File: src/rtl/bist_resp_shifter_pkg.sv
// Shared definitions for the BIST response shifter: state encoding, word geometry
// and the byte-lane split also used by the BIST instruction buffer.
package bist_resp_shifter_pkg;

    typedef enum logic [1:0] {
        ST_IDLE   = 2'd0,
        ST_LOADED = 2'd1,
        ST_SHIFT  = 2'd2
    } state_t;

    localparam int WORD_W = 16;
    localparam int CNT_W  = 4;

    localparam int COM_HI  = 15;
    localparam int COM_LO  = 8;
    localparam int DATA_HI = 7;
    localparam int DATA_LO = 0;

    localparam logic [CNT_W-1:0] CNT_LAST = CNT_W'(WORD_W - 1);

    // Bit presented at the output end of the register for the chosen shift order.
    function automatic logic out_bit(input logic [WORD_W-1:0] word, input logic lsb_first);
        return lsb_first ? word[0] : word[WORD_W-1];
    endfunction

endpackage

File: src/rtl/bist_resp_shifter.sv
// Serializes a 16-bit {command, data} response word onto TDO, one bit per TAP shift
// strobe, with busy/done status and an overrun flag for loads that arrive mid-word.
module bist_resp_shifter
    import bist_resp_shifter_pkg::*;
#(
    parameter bit LSB_FIRST = 1'b1
) (
    input  logic         clk,
    input  logic         res,
    input  logic [7:0]   In_com,
    input  logic [7:0]   In_data,
    input  logic         Load_en,
    input  logic         Shift_en,
    output logic         Tdo,
    output logic         Busy,
    output logic         Done,
    output logic         Overrun,
    output state_t       dbg_state,
    output logic [CNT_W-1:0] dbg_cnt
);

    state_t              state;
    logic [WORD_W-1:0]   sreg;
    logic [CNT_W-1:0]    cnt;
    logic [WORD_W-1:0]   load_word;
    logic [WORD_W-1:0]   shifted;

    always_comb begin
        load_word                  = '0;
        load_word[COM_HI:COM_LO]   = In_com;
        load_word[DATA_HI:DATA_LO] = In_data;
    end

    assign shifted = LSB_FIRST ? {1'b0, sreg[WORD_W-1:1]} : {sreg[WORD_W-2:0], 1'b0};

    // Load_en and Shift_en are single-cycle strobes with no back-pressure: a load is
    // taken only in IDLE (otherwise flagged by Overrun), a shift only while busy.
    // Tdo is registered with the bit that the next state will expose.
    always_ff @(posedge clk) begin
        if (res) begin
            state   <= ST_IDLE;
            sreg    <= '0;
            cnt     <= '0;
            Tdo     <= 1'b0;
            Busy    <= 1'b0;
            Done    <= 1'b0;
            Overrun <= 1'b0;
        end else begin
            Done    <= 1'b0;
            Overrun <= 1'b0;
            case (state)
                ST_IDLE: begin
                    if (Load_en) begin
                        sreg  <= load_word;
                        cnt   <= '0;
                        Tdo   <= out_bit(load_word, LSB_FIRST);
                        Busy  <= 1'b1;
                        state <= ST_LOADED;
                    end
                end
                ST_LOADED, ST_SHIFT: begin
                    if (Load_en) begin
                        Overrun <= 1'b1;
                    end
                    if (Shift_en) begin
                        sreg <= shifted;
                        cnt  <= cnt + 1'b1;
                        if (state == ST_SHIFT && cnt == CNT_LAST) begin
                            state <= ST_IDLE;
                            Tdo   <= 1'b0;
                            Busy  <= 1'b0;
                            Done  <= 1'b1;
                        end else begin
                            state <= ST_SHIFT;
                            Tdo   <= out_bit(shifted, LSB_FIRST);
                        end
                    end
                end
                default: begin
                    state <= ST_IDLE;
                    Busy  <= 1'b0;
                    Tdo   <= 1'b0;
                end
            endcase
        end
    end

    assign dbg_state = state;
    assign dbg_cnt   = cnt;

endmodule

File: config.mk
export PLATFORM = sky130hd
export DESIGN_NAME = bist_resp_shifter
export DESIGN_NICKNAME = d
export VERILOG_FILES = /design/src/rtl/bist_resp_shifter_pkg.sv /design/src/rtl/bist_resp_shifter.sv
export SDC_FILE = /design/constraint.sdc
export NUM_CORES = 1
export LEC_CHECK = 0
export ABC_AREA = 1
export BUFFER_PORTS_ARGS = -buffer_cell sky130_fd_sc_hd__buf_4
export CORE_MARGIN = 2
export CORE_UTILIZATION = 47
export DETAILED_ROUTE_END_ITERATION = 16
export GPL_TIMING_DRIVEN = 0
export PLACE_DENSITY = 0.84
export SETUP_SLACK_MARGIN = 0.5
export SLEW_MARGIN = 20
export SYNTH_ARGS = -nofsm -noshare
export SYNTH_HDL_FRONTEND = slang
export SYNTH_SLANG_ARGS = --single-unit
File: constraint.sdc
create_clock -name clk -period 1.4 [get_ports clk]
set_input_delay 0.07 -clock clk [delete_from_list [all_inputs] [get_ports clk]]
set_output_delay 0.07 -clock clk [all_outputs]
set_load 0.05 [all_outputs]
[Yosys cells after proc, flatten, opt, wreduce, memory -nomap -nowiden]
Index checks and enable logic that the tools add are counted.
Operators by class
  add/sub/neg operators: 1
  $mul: 0
  div/mod/pow operators: 0
  magnitude comparators: 0
  equality and inequality tests: 6
  shift operators: 0
  muxes and demuxes: 20
  bitwise operators: 2
  reduce and logical (&&, ||, !) cells: 9
Operators with widths (count)
  $mux W16: 2
  $pmux W16 S2: 1
  $mux W1: 8
  $mux W4: 2
  $pmux W4 S2: 1
  $mux W2: 3
  $ne A2 B2 Y1 const B: 3
  $reduce_and A3 Y1: 2
  $add A4 B1 Y4 const B: 1
  $eq A4 B4 Y1 const B: 1
  $pmux W1 S2: 2
  $pmux W2 S2: 1
  $reduce_or A2 Y1: 2
  $reduce_or A3 Y1: 1
  $eq A2 B1 Y1 const B: 1
  $eq A2 B2 Y1 const B: 1
  $logic_not A2 Y1: 1
  $not A1 Y1: 2
  $reduce_and A2 Y1: 1
  $reduce_bool A2 Y1: 1
  $logic_and A1 B1 Y1: 1
Storage, ports and cells
  bits in registers: 26
  latch bits: 0
  RAM bits: 0
  ROM bits: 0
  bits of input ports: 20
  output and inout bits: 10
  logic and storage cells: 45
  memories: 0

[Longest topological paths before layout]
  depth in word-level cells: 5
  mapped depth: 11
  mapped depth without buffers: 10

[Worst setup path after synthesis]
No wires, ideal clock.
  kind: register -> register
  start: reg state[0], in the netlist dbg_state[0]
  end: reg cnt[1], in the netlist dbg_cnt[1]
  library setup time: 123 ps
  arrival: 1913 ps
  required time: 1277 ps
  path slack: -636 ps
  stages on the path, launching flop included: 11
  buffers on the path: 2
  clock period less this slack: 2036 ps
  cells stage by stage: dfxtp_1 -> inv_1 -> ha_1 -> buf_4 -> nand2_2 -> nand2_4 -> inv_2 -> nand2_2 -> buf_4 -> nand3_1 -> o21ai_0
Between the ends
  cells in the longest elaborated chain, start to end: 4
  elaborated cells on any way between the ends: 9
  classes of those cells: 4 x eq/ne; 1 x mux; 4 x reduce/logical
RTL lines
  start: declaration: line bist_resp_shifter.sv:22  | state_t state;
  start signal: assignment: line bist_resp_shifter.sv:41  | state <= ST_IDLE;
  start signal: assignment: line bist_resp_shifter.sv:58  | state <= ST_LOADED;
  start signal: assignment: line bist_resp_shifter.sv:69  | state <= ST_IDLE;
  $eq A2 B2 Y1 or $eq A2 B1 Y1 (tied branches): line bist_resp_shifter.sv:51  | case (state)
  $reduce_or A2 Y1: line bist_resp_shifter.sv:51
  $ne A2 B2 Y1 (no source line) or $reduce_bool A2 Y1 (tied branches)
  $reduce_and A3 Y1 (no source line)
  end signal: assignment: line bist_resp_shifter.sv:67  | cnt <= cnt + 1'b1;
  end: declaration: line bist_resp_shifter.sv:24  | logic [CNT_W-1:0] cnt;
Several ways; a longest one is shown, not always the timed one.
A chain may end at the register's enable or synchronous reset.

[Worst setup path in the final report]
  start: reg state[0], in the netlist dbg_state[0]
  end: reg sreg[1]
Between the ends
  cells in the longest elaborated chain, start to end: 4
  elaborated cells on any way between the ends: 9
  classes of those cells: 4 x eq/ne; 1 x mux; 4 x reduce/logical
RTL lines
  $eq A2 B2 Y1 or $eq A2 B1 Y1 (tied branches): line bist_resp_shifter.sv:51
  $reduce_or A2 Y1: line bist_resp_shifter.sv:51
  $ne A2 B2 Y1 (no source line) or $reduce_bool A2 Y1 (tied branches)
  $reduce_and A3 Y1 (no source line)
  end signal: assignment: line bist_resp_shifter.sv:54  | sreg <= load_word;
  end signal: assignment: line bist_resp_shifter.sv:66  | sreg <= shifted;
  end: declaration: line bist_resp_shifter.sv:23  | logic [WORD_W-1:0] sreg;
Several ways; a longest one is shown, not always the timed one.

==> flow_summary.ini <==
[sta]
period_minus_slack_ns = 1.62
fin_hold_ws_ns = -0.00559
fmaxAchievable_mhz = 616
tns_ns = -3.51
setup_ws_ns = -0.223
skew_ns = 0.00421
worstMarginPinSlew_ns = 0.586
rsz0062_at_grt = yes
slew_viol_final = 0
setup_viol = 24
relSlewSlack_pct = 61.0
period_share_pct = 116
hold_viol_final = 1

[setup_path]
crit_arrival_ns = 1.90
worstPathMaxFanout = 5
worstSetupStartpointType = flip-flop
cpPeakStageDelay_ns = 0.38
cpMostUsedCell = buf_6
cp-end-kind = flip-flop
critPathKind = reg -> reg
cp_data_required_time_ns = 1.67
ff2ff_setup_slack_ns = -0.22
critPathSlowestCell = dfxtp_4
cp_cell_sequence = inv_4 -> ha_4 -> buf_6 -> inv_4 -> buf_6 -> a21oi_4 -> buf_6 -> nand2_1 -> a21oi_2

[floorplanning]
die_x_um = 55.1
fp.dieArea_sq_um = 3030
start_util_pct = 49.5
io_pins = 30
rows = 18
core_area_sq_um = 2480
die_y_um = 55.1

[min_path]
worstHoldPathType = in -> reg

[synth]
synth-simple-area-share_pct = 33.1
yosys-top-cells-count = nand2_1 (84), dfxtp_1 (25), a21oi_1 (21)
synth_edf_count = 0
synthCells = 182
syn_area_sq_um = 1230
synth_compound_area_share_pct = 12.3
seq_area_frac_synth_pct = 40.8
yosys.area.top_type_share_pct = 40.8
yosys_register_bits = 25
synthDistinctLibCells = 17
synth_nets = 207
async_flop_share_pct = 0
synth_top_flop_cell = dfxtp_1
syn_avg_cell_area_sq_um = 6.74
synthXorXnorAreaFrac_pct = 0
synth_top_family_by_area = simple AND/OR/NAND/NOR gates
synth_area_leaders = dfxtp_1 (41%), nand2_1 (26%), a21oi_1 (8.6%)
yosysWarnings = 0
synth_most_common_cell = nand2_1
synth_area_leader_cell = dfxtp_1
synth_fa_ha_area_share_pct = 5.10
muxShareOfSynthArea_pct = 0

[final_layout]
num-fill-cells = 143
n_antenna_cell = 0
drive_above_1_share_pct = 45.9
nets = 270
syn2layout_area_growth_pct = 68.1
fin_cells = 274
regArea_sq_um = 526
multi_input_area_sq_um = 769
stdcell_area_sq_um = 2060
final_util_pct = 83.2

[power]
p_total_mw = 5.66
p_leak_nw = 0.980
power.density_nw_per_um2 = 2750
vdd_drop_max_v = 0.00206

[flow_run]
drv_cap = 0

[drt]
routed_via_density = 5.33
wl_um = 4270
drt_iter0_markers = 97
postRouteAntennaNets = 0
drtPass1Iterations = 4
drc_errors = 0
avgRoutedWirePerCell_um = 15.6
vias = 1460

[clocking]
clk_pin_slew_ns = 0.13
cts_buffer_depth = 2
cts_max_level = 1
cts_tree = done
clock-root-buffer = clkbuf_4
clock_latency_ns = 0.33
cts_inserted_buffers = 3
cts_sinks = 25

[grt]
grt_max_degree = 14
grt_usage_pct = 26.2
grt_pass1_wl_um = 5640
grt_pass1_vias = 1211
grt_overflow = 0
antenna_found_initial = 0

[placement]
dp_worst_setup_slack_ns = -0.265
gp_congestion = 0.725
placed_cells = 240
dp_hpwl_um = 1870
placed_area_sq_um = 1520
port_buffers = 28

[run_status]
failed_checks = hold timing, setup timing
status = finished, violations left
## repair_timing
item	4_1_cts	5_1_grt
resized for setup	51	35
endpoints found under the setup margin	35	35
gates cloned	3	0
pin swaps	6	8
buffers inserted	20	5
hold endpoints to repair	2	0
hold buffers	2	0
## routing by layer
layer / vias up / track usage (%) / wire [um] / share of wire (%)
li1: 690 / - / - / -
met1: 677 / 32.7 / 1710 / 40
met2: 77 / 44.8 / 2150 / 50
met3: 16 / 6.18 / 292 / 6.8
met4: 0 / 7.72 / 125 / 2.9
met5: - / 0 / 0 / 0
## cell type report
| class | count | area share, % |
|---|---|---|
| tap | 30 | 1.82 |
| inverter | 14 | 3.16 |
| sequential | 25 | 25.5 |
| timing repair buffer | 58 | 27.3 |
| multi-input combinational | 135 | 37.3 |
| clock buffer | 4 | 1.28 |
| buffer | 8 | 3.58 |
## final timing paths
check,cells after the start,to,start
setup / recovery,9,sreg[1],dbg_state[0]
setup reg to reg,9,sreg[1],dbg_state[0]
hold / removal,3,Done,Shift_en
hold reg to reg,2,sreg[7],sreg[7]
## cells in the final DEF, fill, tap and decap left out, drive strengths merged
master        n
ha            5
buf          60
clkbuf        8
nand2        87
nor3          1
nor2          7
nand3         7
dfxtp        25
inv          14
o21ai         6
dlygate4sd3   2
a21oi        22
## cell families (layout without fill, tap and decap cells)
kind of cell	after synthesis	after routing
simple gates	102	102
buf+inv	22	84
flops	25	25
compound gates	28	28
fa+ha+maj	5	5
## registers in the layout, summed over array words and instances, names as in the netlist
signal	cells
Done	1
sreg	15
Busy	1
dbg_state	2
Tdo	1
dbg_cnt	4
Overrun	1
## report_power, final
part	internal, mW	total [mW]	switching (mW)
combinational	1.92	4.12	2.20
clock	0.112	0.337	0.224
sequential	1.01	1.20	0.196
total	3.03	5.66	2.62
## worst max-delay path: cells and delay by family (launching register included)
kind,cells,cell delay [ns]
buffers and inverters,5,0.47
flip-flops,1,0.38
AO/OA/AOI/OAI,2,0.37
adder cells (fa/ha/maj),1,0.25
AND/OR/NAND/NOR,1,0.07
(Power assumes the default switching activity.)
